File: src/rtl/vga_timing_gen.sv
// Parametrised VGA raster timing generator: pixel divider, column/row
// counters, combinational sync/blank decode, line/frame strobes, frame
// counter and a fixed-depth delayed copy of sync/blank for pin alignment.
module vga_timing_gen #(
    parameter int H_ACTIVE = 640,
    parameter int H_FP     = 16,
    parameter int H_SYNC   = 96,
    parameter int H_BP     = 48,
    parameter int V_ACTIVE = 480,
    parameter int V_FP     = 10,
    parameter int V_SYNC   = 2,
    parameter int V_BP     = 29,
    parameter int CLK_DIV  = 2,
    parameter int HS_POL   = 0,
    parameter int VS_POL   = 0,
    parameter int PIPE     = 2,
    parameter int FC_W     = 16
) (
    input  logic            clk,
    input  logic            rst_n,
    input  logic            en,
    output logic [10:0]     col,
    output logic [9:0]      row,
    output logic            pix_en,
    output logic            hs,
    output logic            vs,
    output logic            blank,
    output logic            hs_d,
    output logic            vs_d,
    output logic            blank_d,
    output logic            line_start,
    output logic            frame_start,
    output logic [FC_W-1:0] frame_count
);

    localparam int H_TOTAL = H_ACTIVE + H_FP + H_SYNC + H_BP;
    localparam int V_TOTAL = V_ACTIVE + V_FP + V_SYNC + V_BP;
    localparam int DIV_W   = (CLK_DIV > 1) ? $clog2(CLK_DIV) : 1;

    localparam logic [DIV_W-1:0] DIV_LAST = DIV_W'(CLK_DIV - 1);
    localparam logic [10:0]      COL_LAST = 11'(H_TOTAL - 1);
    localparam logic [9:0]       ROW_LAST = 10'(V_TOTAL - 1);

    // Decode bounds are held one bit wider so an end bound equal to the
    // total (zero back porch at maximum size) cannot overflow.
    localparam logic [11:0] H_ACT_END = 12'(H_ACTIVE);
    localparam logic [11:0] HS_START  = 12'(H_ACTIVE + H_FP);
    localparam logic [11:0] HS_END    = 12'(H_ACTIVE + H_FP + H_SYNC);
    localparam logic [10:0] V_ACT_END = 11'(V_ACTIVE);
    localparam logic [10:0] VS_START  = 11'(V_ACTIVE + V_FP);
    localparam logic [10:0] VS_END    = 11'(V_ACTIVE + V_FP + V_SYNC);

    localparam logic       HS_ACT  = (HS_POL != 0) ? 1'b1 : 1'b0;
    localparam logic       VS_ACT  = (VS_POL != 0) ? 1'b1 : 1'b0;
    localparam logic [2:0] RST_DEC = {~HS_ACT, ~VS_ACT, 1'b0};

    if (H_TOTAL > 2048) begin : g_chk_h
        $error("vga_timing_gen: H_TOTAL does not fit the 11-bit column counter");
    end
    if (V_TOTAL > 1024) begin : g_chk_v
        $error("vga_timing_gen: V_TOTAL does not fit the 10-bit row counter");
    end
    if (CLK_DIV < 1) begin : g_chk_div
        $error("vga_timing_gen: CLK_DIV must be at least 1");
    end
    if (PIPE < 0) begin : g_chk_pipe
        $error("vga_timing_gen: PIPE must not be negative");
    end

    logic [DIV_W-1:0] div_cnt;
    logic             div_last;
    logic             col_last;
    logic             row_last;

    assign div_last = (div_cnt == DIV_LAST);
    assign pix_en   = en & div_last;
    assign col_last = (col == COL_LAST);
    assign row_last = (row == ROW_LAST);

    // Clock divider: free-runs 0..CLK_DIV-1 while enabled, holds otherwise.
    always_ff @(posedge clk or negedge rst_n) begin
        if (!rst_n) begin
            div_cnt <= '0;
        end else if (en) begin
            if (div_last) begin
                div_cnt <= '0;
            end else begin
                div_cnt <= div_cnt + DIV_W'(1);
            end
        end
    end

    // Raster position: advance one pixel per tick, wrapping line and frame.
    always_ff @(posedge clk or negedge rst_n) begin
        if (!rst_n) begin
            col <= 11'd0;
            row <= 10'd0;
        end else if (pix_en) begin
            if (col_last) begin
                col <= 11'd0;
                if (row_last) begin
                    row <= 10'd0;
                end else begin
                    row <= row + 10'd1;
                end
            end else begin
                col <= col + 11'd1;
            end
        end
    end

    // Start strobes and completed-frame count, registered on the wrap edge.
    always_ff @(posedge clk or negedge rst_n) begin
        if (!rst_n) begin
            line_start  <= 1'b0;
            frame_start <= 1'b0;
            frame_count <= '0;
        end else begin
            line_start  <= pix_en & col_last;
            frame_start <= pix_en & col_last & row_last;
            if (pix_en && col_last && row_last) begin
                frame_count <= frame_count + FC_W'(1);
            end
        end
    end

    // Zero-latency sync/blank decode from the current raster position.
    always_comb begin
        hs    = ~HS_ACT;
        vs    = ~VS_ACT;
        blank = 1'b0;
        if (({1'b0, col} >= HS_START) && ({1'b0, col} < HS_END)) begin
            hs = HS_ACT;
        end else begin
            hs = ~HS_ACT;
        end
        if (({1'b0, row} >= VS_START) && ({1'b0, row} < VS_END)) begin
            vs = VS_ACT;
        end else begin
            vs = ~VS_ACT;
        end
        if (({1'b0, col} >= H_ACT_END) || ({1'b0, row} >= V_ACT_END)) begin
            blank = 1'b1;
        end else begin
            blank = 1'b0;
        end
    end

    // Delayed sync/blank copy; runs every clk so it drains while paused.
    if (PIPE == 0) begin : g_nodly
        assign hs_d    = hs;
        assign vs_d    = vs;
        assign blank_d = blank;
    end else begin : g_dly
        logic [2:0] dly [PIPE];

        // Shift the decoded triple one stage per clk.
        always_ff @(posedge clk or negedge rst_n) begin
            if (!rst_n) begin
                for (int k = 0; k < PIPE; k++) begin
                    dly[k] <= RST_DEC;
                end
            end else begin
                dly[0] <= {hs, vs, blank};
                for (int k = 1; k < PIPE; k++) begin
                    dly[k] <= dly[k-1];
                end
            end
        end

        assign {hs_d, vs_d, blank_d} = dly[PIPE-1];
    end

endmodule

File: config.mk
export PLATFORM = sky130hd
export DESIGN_NAME = vga_timing_gen
export DESIGN_NICKNAME = d
export VERILOG_FILES = /design/src/rtl/vga_timing_gen.sv
export SDC_FILE = /design/constraint.sdc
export NUM_CORES = 1
export LEC_CHECK = 0
export BUFFER_PORTS_ARGS = -buffer_cell sky130_fd_sc_hd__clkbuf_2
export CELL_PAD_IN_SITES_DETAIL_PLACEMENT = 1
export CELL_PAD_IN_SITES_GLOBAL_PLACEMENT = 2
export CORE_UTILIZATION = 35
export CTS_BUF_LIST = sky130_fd_sc_hd__clkbuf_4 sky130_fd_sc_hd__clkbuf_8
export CTS_CLUSTER_DIAMETER = 80
export DETAILED_ROUTE_END_ITERATION = 8
export MAX_ROUTING_LAYER = met4
export PLACE_DENSITY_LB_ADDON = 0.12
export SYNTH_ARGS = -nofsm -noshare
export SYNTH_HDL_FRONTEND = slang
export SYNTH_SLANG_ARGS = --single-unit
File: constraint.sdc
create_clock -name clk -period 2.7 [get_ports clk]
set_input_delay 0.27 -clock clk [delete_from_list [all_inputs] [get_ports clk]]
set_output_delay 0.27 -clock clk [all_outputs]
set_load 0.1 [all_outputs]
Yosys cells after proc, flatten, opt, wreduce, memory -nomap -nowiden
Cells that the tools add are included.
{ "totals": {"out_inout_bits": 46, "inputBits": 3, "regBits": 46} }
{ "classes": {"reduce_logical": 6, "n_eq_ne": 2, "magnitude_cmp": 6, "bitwise_logic": 3, "muxes": 6, "n_addsub": 4} }
{ "op_table": {"columns": ["operator", "count"], "rows": [
  ["$ge A11 B10 Y1 const B", 2],
  ["$ge A10 B9 Y1 const B", 2],
  ["$add A16 B1 Y16 const B", 1],
  ["$add A11 B1 Y11 const B", 1],
  ["$eq A11 B10 Y1 const B", 1],
  ["$lt A11 B10 Y1 const B", 1],
  ["$mux W11", 1],
  ["$add A10 B1 Y10 const B", 1],
  ["$eq A10 B10 Y1 const B", 1],
  ["$lt A10 B9 Y1 const B", 1],
  ["$mux W10", 1],
  ["$logic_and A1 B1 Y1", 4],
  ["$mux W1", 4],
  ["$and A1 B1 Y1", 3],
  ["$reduce_and A2 Y1", 1],
  ["$add A1 B1 Y1 const B", 1],
  ["$logic_or A1 B1 Y1", 1]
]} }

Logic depth before layout (Yosys ltp)
Gate-level depths: netlist (run 1).
{ "depth": {"ltp_word": 3, "mapped_depth": 10, "mapped_depth_nobuf": 8} }

Worst setup path after synthesis (run 1)
No wires, ideal clock.
{ "synth_timing": {"kind": "register to output", "startpoint": "register row[3]", "endpoint": "output vs", "stages_incl_launch_ff": 3, "n_path_buf": 0, "arrival_ns": 2.497, "setup_slack_ns": -0.067, "required_time_ns": 2.430, "path_cell_list": "dfrtp_1 -> or3b_2 -> or4_1"} }
{ "synth_via": {"elab_chain_cells": 3} }
{ "synth_lines": {"columns": ["element", "line", "source"], "rows": [
  ["start: declaration", "23", "output logic [9:0] row,"],
  ["start signal: assignment", "104", "row <= row + 10'd1;"],
  ["$ge A10 B9 Y1 / $lt A10 B9 Y1 (equally long branches)", "137", "if (({1'b0, row} >= VS_START) && ({1'b0, row} < VS_END)) begin"],
  ["$logic_and A1 B1 Y1 *", "137", null],
  ["$mux W1 *", "137", null],
  ["end: declaration", "26", "output logic vs,"]
]} }
Mark *: on every way between the ends. The rest lies on a longest branch, timed or not.

Final worst setup path (run 1)
{ "layout_timing": {"startpoint": "register row[2]", "endpoint": "output vs"} }
Same word-level chain as after synthesis.

==> summary.txt, run 1 <==
Global-route wire length before repair -> 8.31 mm
Antenna violations before repair -> 0
Insertion delay to the later sink of the worst-skew pair -> 0.29 ns
Syn. warnings -> 0
Synthesized cell area -> 2150 sq um
Hold/Removal Path Class -> input port to flip-flop
Number of synthesized register bits -> 46
DRC marker count from the first detailed-route iteration -> 56
Via-to-Cell Ratio -> 5.04
Proportion of layout cells with a drive suffix above 1 -> 27.8%
Final hold slack -> 0.183 ns
Core area -> 5920 sq um
Post-DR wirelength/cell -> 15.0 um
Pre-CTS setup slack -> 0.374 ns
Worst Hold Depth -> 2
Site row count -> 28
Setup repair after global routing missed its margin -> no
Buffers added on ports -> 48
Final min period -> 2.52 ns
Sequence of cells on the critical path -> or3b_2, or4_1, clkbuf_2
Post-route core utilization -> 43.5%
Leakage -> 0.00128 uW
Full die area -> 6450 sq um
TritonCTS clock tree -> done
Power density over the cells -> 643 nW/um^2
Status -> complete, but fails checks
Violations in the final reports -> DRC
Horizontal extent of the die -> 80.3 um
Share of total power consumed by net switching -> 39.8%
Post-Synthesis Net Count -> 207
Antenna cells -> 0
Total CTS buffers -> 5
Remaining number of nets flagged by the antenna check after routing -> 0
Final clock period utilization by the worst path -> 93.2%
Most frequent cell after synthesis -> sky130_fd_sc_hd__dfrtp_1
Number of cells on the worst reg-to-reg path -> 7
Largest cells by area after synthesis -> sky130_fd_sc_hd__dfrtp_1 (49%), sky130_fd_sc_hd__xnor2_1 (6.9%), sky130_fd_sc_hd__dfstp_2 (4.9%), sky130_fd_sc_hd__nand2_1 (4.2%), sky130_fd_sc_hd__nand4_1 (4.1%)
Average instance area after synthesis -> 10.8 sq um
Peak ir drop on the vdd network -> 0.000708 V
Setup crit start kind -> flip-flop
Die outline height -> 80.3 um
Combined global-route utilization of all metal layers -> 17.5%
Worst-margin pin slew -> 0.559 ns
Required time of the critical path -> 2.43 ns
Internal Pwr Total -> 996 uW
Number of detailed-route iterations in the first pass -> 6
Number of buffers inserted to repair setup after CTS -> 0
Switching pwr -> 659 uW
Largest net degree at the start of global routing -> 24
Highest clock frequency the design can meet -> 0.397 GHz
CTS Buffer Depth -> 2
RePlAce Congestion -> 0.816
Post-Syn Instances -> 198
Commonest cells post-synth -> sky130_fd_sc_hd__dfrtp_1 (42), sky130_fd_sc_hd__nand2_1 (24), sky130_fd_sc_hd__xnor2_1 (17)
Max-slew violations -> 0
# IOs -> 49
Slowest cell on crit path -> sky130_fd_sc_hd__or3b_2
FFs w/ async S/R, synth -> 100%
Portion of synthesized cell area occupied by the leading cell type -> 49.0%
Final HPWL DP -> 3.73 mm
WL final -> 4.97 mm
Crit path arrival time -> 2.25 ns
Via total after detailed routing -> 1,663
CTS HTree Levels -> 2
Maximum fanout along the worst path -> 8
TritonCTS Sinks -> 46
Share of the yosys chip area belonging to registers -> 53.9%
Worst setup margin -> 0.183 ns
Largest area contributor in the netlist -> sky130_fd_sc_hd__dfrtp_1
Leftover overflow at the end of global routing -> 0
Number of max-capacitance violations reported -> 0
Top flip-flop cell by instance count after synthesis -> sky130_fd_sc_hd__dfrtp_1
Critical path start-end classification -> flip-flop to primary output
Category of the worst setup path capture point -> primary output
Max-slew headroom at the worst pin -> 62.9%
Count of instances resized after the clock tree is built -> 0
Clock-pin slew of the registers on the worst-case setup and hold paths -> 0.09 ns
Starting density of the core -> 36.2%
Via count of the first global-routing pass -> 1,656
DRC Markers -> 1
Setup TNS -> 0 ns
Number of unique standard cell types used by synthesis -> 35
Setup violators final -> 0
Clock network fraction of total power -> 25.3%
Nets -> 263
Number of enable flip-flop cells after synthesis -> 0
Worst Clk Skew -> 0.00520 ns
Sequential share of power -> 47.8%
Delay of the slowest cell on the worst path -> 0.55 ns
Master cell of the clock root buffer -> sky130_fd_sc_hd__clkbuf_8
Final count of hold timing violations -> 0
Comb power frac -> 26.9%
Layout area overhead -> 19.9%
-- metrics by stage --
step / cells / total power [uW] / instance area, sq um
2_1_floorplan: 198 / 1160 / 2150
3_3_place_gp: 321 / 1260 / 2480
3_5_place_dp: 321 / 1250 / 2480
4_1_cts: 330 / 1680 / 2570
5_1_grt: 330 / 1740 / 2570
6_report: 330 / 1650 / 2570
-- final timing paths --
kind,slack (ns),endpoint,from
setup / recovery,0.18,vs,row[2]
hold / removal,0.18,div_cnt,en
setup reg to reg,0.38,frame_count[6],col[5]
hold reg to reg,0.36,blank_d,g_dly.dly[3]
max in group asynchronous,1.71,frame_count[13],rst_n
min in group asynchronous,0.39,col[0],rst_n
-- power by group through the flow --
| stage | sequential [uW] | combinational [uW] | clock [uW] |
|---|---|---|---|
| after floorplan | 1040 | 120 | 0 |
| after global placement | 805 | 451 | 0 |
| after detailed placement | 803 | 451 | 0 |
| after CTS | 791 | 452 | 435 |
| after global routing | 801 | 473 | 464 |
| final | 791 | 446 | 419 |
-- registers in the layout (all words and copies together), names as in the netlist --
| register | count |
|---|---|
| hs_d | 1 |
| line_start | 1 |
| div_cnt | 1 |
| blank_d | 1 |
| g_dly.dly | 3 |
| row | 10 |
| col | 11 |
| vs_d | 1 |
| frame_count | 16 |
| frame_start | 1 |
-- logic make-up after synthesis --
| family | Yosys count | synth area share, % |
|---|---|---|
| xor gates and xnor gates | 27 | 11.0 |
| DFF | 46 | 53.9 |
| and+or+nand+nor | 90 | 23.7 |
| AOI/OAI and AO/OA | 18 | 4.90 |
| adders and majority gates | 6 | 3.50 |
| buffers and inverters | 11 | 2.97 |
-- worst max-delay path, delay by kind of cell (launching register included) --
family                 cells  cell delay [ns]
and+or+nand+nor            2             1.10
DFF                        1             0.46
buffers and inverters      1             0.39
-- final cells by class --
class                   instances  area (sq um)
fillers                       698          3350
inverters                       8          36.3
clock inverters                 2          10.0
multi-input cells             141           926
flip-flops and latches         46          1160
clock buffers                   6          76.3
repair buffers                 52           273
well taps                      75          93.8
-- layer usage --
layer	vias up	GRT usage (%)	share of wire [%]	wire, um
met4	0	6.43	1.2	60
met2	44	25.4	45	2260
met5	-	-	0	0
met1	813	24.2	49	2410
li1	801	-	-	-
met3	5	3.41	4.8	236
-- layout by cell type (no fill, tap or decap), types with 2 or more instances in the layout --
cell | Yosys | routed
sky130_fd_sc_hd__nand2_1 | 24 | 24
sky130_fd_sc_hd__and2_1 | 2 | 2
sky130_fd_sc_hd__a21o_1 | 2 | 2
sky130_fd_sc_hd__xnor2_1 | 17 | 17
sky130_fd_sc_hd__and3_1 | 5 | 5
sky130_fd_sc_hd__clkinv_2 | 1 | 3
sky130_fd_sc_hd__nor3_1 | 8 | 8
sky130_fd_sc_hd__clkbuf_8 | 0 | 5
sky130_fd_sc_hd__ha_1 | 6 | 6
sky130_fd_sc_hd__or4_1 | 2 | 2
sky130_fd_sc_hd__nor2_1 | 13 | 13
sky130_fd_sc_hd__dfrtp_1 | 42 | 40
sky130_fd_sc_hd__buf_4 | 0 | 3
sky130_fd_sc_hd__clkbuf_2 | 0 | 48
sky130_fd_sc_hd__or3_1 | 2 | 2
sky130_fd_sc_hd__nand4_1 | 14 | 14
sky130_fd_sc_hd__nand3_1 | 9 | 9
sky130_fd_sc_hd__dfstp_2 | 4 | 4
sky130_fd_sc_hd__and4_1 | 2 | 2
sky130_fd_sc_hd__dfrtp_2 | 0 | 2
sky130_fd_sc_hd__o21ai_0 | 8 | 8
sky130_fd_sc_hd__nor4_4 | 2 | 2
sky130_fd_sc_hd__xor2_1 | 10 | 10
sky130_fd_sc_hd__inv_1 | 6 | 6
sky130_fd_sc_hd__a21oi_1 | 3 | 3
sky130_fd_sc_hd__a31oi_1 | 2 | 2
-- repair_timing --
item / CTS / global route
setup endpoints to repair: 0 / 0
endpoints found under the hold margin: 7 / 0
hold buffers: 1 / 0
Power figures use the tool's default switching activity.
==> inputs of run 2 (changes only) <==
Clock period 2.7 ns to 2.6 ns, I/O delays scaled along.
==> run 2 against run 1 <==
The flow now finishes without violations. Count of clock-buffer cells in the layout unchanged. Clock power increased by 14%. Die area unchanged. Sequential share of layout area decreased by 0.31 points. Largest power group unchanged. Power increased by 6.9%.
==> summary.txt, run 2 (synthesis results as in run 1) <==
Largest registers -> frame_count: 16 flops, col: 11 flops, row: 10 flops
Crit. path cell count -> 3
Number of cells on the worst reg-to-reg path -> 6
DRC marker count from the first detailed-route iteration -> 50
Worst Hold Depth -> 2
Leakage -> 0.00128 uW
Final HPWL DP -> 3.65 mm
Site row count -> 28
Clock-pin slew of the registers on the worst-case setup and hold paths -> 0.09 ns
Status -> completed
Required time of the critical path -> 2.34 ns
Total Power -> 1770 uW
Full die area -> 6450 sq um
Horizontal extent of the die -> 80.3 um
Setup violators final -> 0
Most flop-heavy register -> frame_count
Commonest cells after routing, fill and taps aside -> sky130_fd_sc_hd__clkbuf_2 (48), sky130_fd_sc_hd__dfrtp_1 (36), sky130_fd_sc_hd__nand2_1 (24), sky130_fd_sc_hd__xnor2_1 (17), sky130_fd_sc_hd__nand4_1 (14)
CTS HTree Levels -> 2
Count of buffer and inverter cells on the critical path -> 1
Slowest cell on crit path -> sky130_fd_sc_hd__or3b_2
Final min period -> 2.50 ns
RePlAce Congestion -> 0.739
Largest net degree at the start of global routing -> 27
Category of the worst setup path capture point -> primary output
Critical path's top delay family -> simple AND/OR/NAND/NOR gates
Power density over the cells -> 680 nW/um^2
Via-to-Cell Ratio -> 5.01
Master cell of the clock root buffer -> sky130_fd_sc_hd__clkbuf_8
Die outline height -> 80.3 um
Starting density of the core -> 36.2%
Remaining number of nets flagged by the antenna check after routing -> 0
Hold/Removal Path Class -> input port to flip-flop
Setup repair after global routing missed its margin -> no
Insertion delay to the later sink of the worst-skew pair -> 0.30 ns
Global-route wire length before repair -> 8.41 mm
Leftover overflow at the end of global routing -> 0
Count of instances resized after the clock tree is built -> 0
# IOs -> 49
Peak ir drop on the vdd network -> 0.000625 V
Via count of the first global-routing pass -> 1,650
Crit path arrival time -> 2.24 ns
WL final -> 5.00 mm
Core area -> 5920 sq um
Delay of the slowest cell on the worst path -> 0.56 ns
Worst Clk Skew -> 0.0103 ns
DRC Markers -> 0
TritonCTS Sinks -> 46
Combined global-route utilization of all metal layers -> 17.8%
Critical path start-end classification -> flip-flop to primary output
TritonCTS clock tree -> done
Highest clock frequency the design can meet -> 0.401 GHz
Leading cell type in the layout, fill and taps excluded -> sky130_fd_sc_hd__clkbuf_2
Max-slew violations -> 0
Buffers added on ports -> 48
Proportion of layout cells with a drive suffix above 1 -> 30.1%
Total CTS buffers -> 5
Number of max-capacitance violations reported -> 0
Max-slew headroom at the worst pin -> 63.4%
Via total after detailed routing -> 1,658
Final clock period utilization by the worst path -> 96.0%
Nets -> 264
Layout area overhead -> 21.3%
Final count of hold timing violations -> 0
Sequence of cells on the critical path -> or3b_2, or4_4, clkbuf_2
Post-DR wirelength/cell -> 15.1 um
Antenna cells -> 0
CTS Buffer Depth -> 2
Flip-flop count of the largest register after layout -> 16
Setup TNS -> 0 ns
Worst-margin pin slew -> 0.552 ns
Maximum fanout along the worst path -> 8
Number of detailed-route iterations in the first pass -> 4
Antenna violations before repair -> 0
Setup crit start kind -> flip-flop
-- run 2: changes by cell type in the layout (fill, tap and decap cells not counted), sizes merged --
cell	change
clkinv	-2
buf	+1
clkinvlp	+1
inv	+1
-- run 2: cell type report --
type	count	area [sq um]
Sequential cell	46	1160
Fill cell	705	3320
Clock inverter	2	16.3
Clock buffer	6	82.6
Inverter	8	36.3
Timing Repair Buffer	53	280
Tap cell	75	93.8
Multi-Input combinational cell	141	930
-- run 2: layer usage --
layer	GRT usage [%]	wire, um	vias up
met2	26.3	2250	30
met3	3.75	156	6
met1	24.5	2520	819
met4	5.36	61	0
met5	-	0	-
li1	-	-	803
-- run 2: final timing paths --
check                      slack (ns)    startpoint              end
setup / recovery                 0.10        row[2]               vs
hold / removal                   0.17            en          div_cnt
setup reg to reg                 0.32        col[5]  frame_count[14]
hold reg to reg                  0.35  g_dly.dly[4]             vs_d
max in group asynchronous        1.78         rst_n             hs_d
min in group asynchronous        0.28         rst_n           row[1]
-- run 2: repair_timing --
item	4_1_cts	5_1_grt
hold buffers	1	0
hold endpoints to repair	38	0
buffers inserted	0	0
-- run 2: where the power goes --
group	total [uW]	internal, uW	switching [uW]
clock	479	219	260
sequential	825	763	61.8
combinational	465	75.9	389
-- run 2: stage by stage --
stage,hold slack (ns),area (sq um),setup slack [ns],cells,utilization [%]
finish,0.166,2600,0.104,331,44.0
global route,0.159,2600,0.0436,331,44.0
CTS,0.159,2600,0.0850,331,44.0
detailed placement,0.0548,2490,0.316,322,42.1
floorplan,-0.0356,2160,0.0152,198,-
global placement,0.0552,2490,0.338,322,42.1
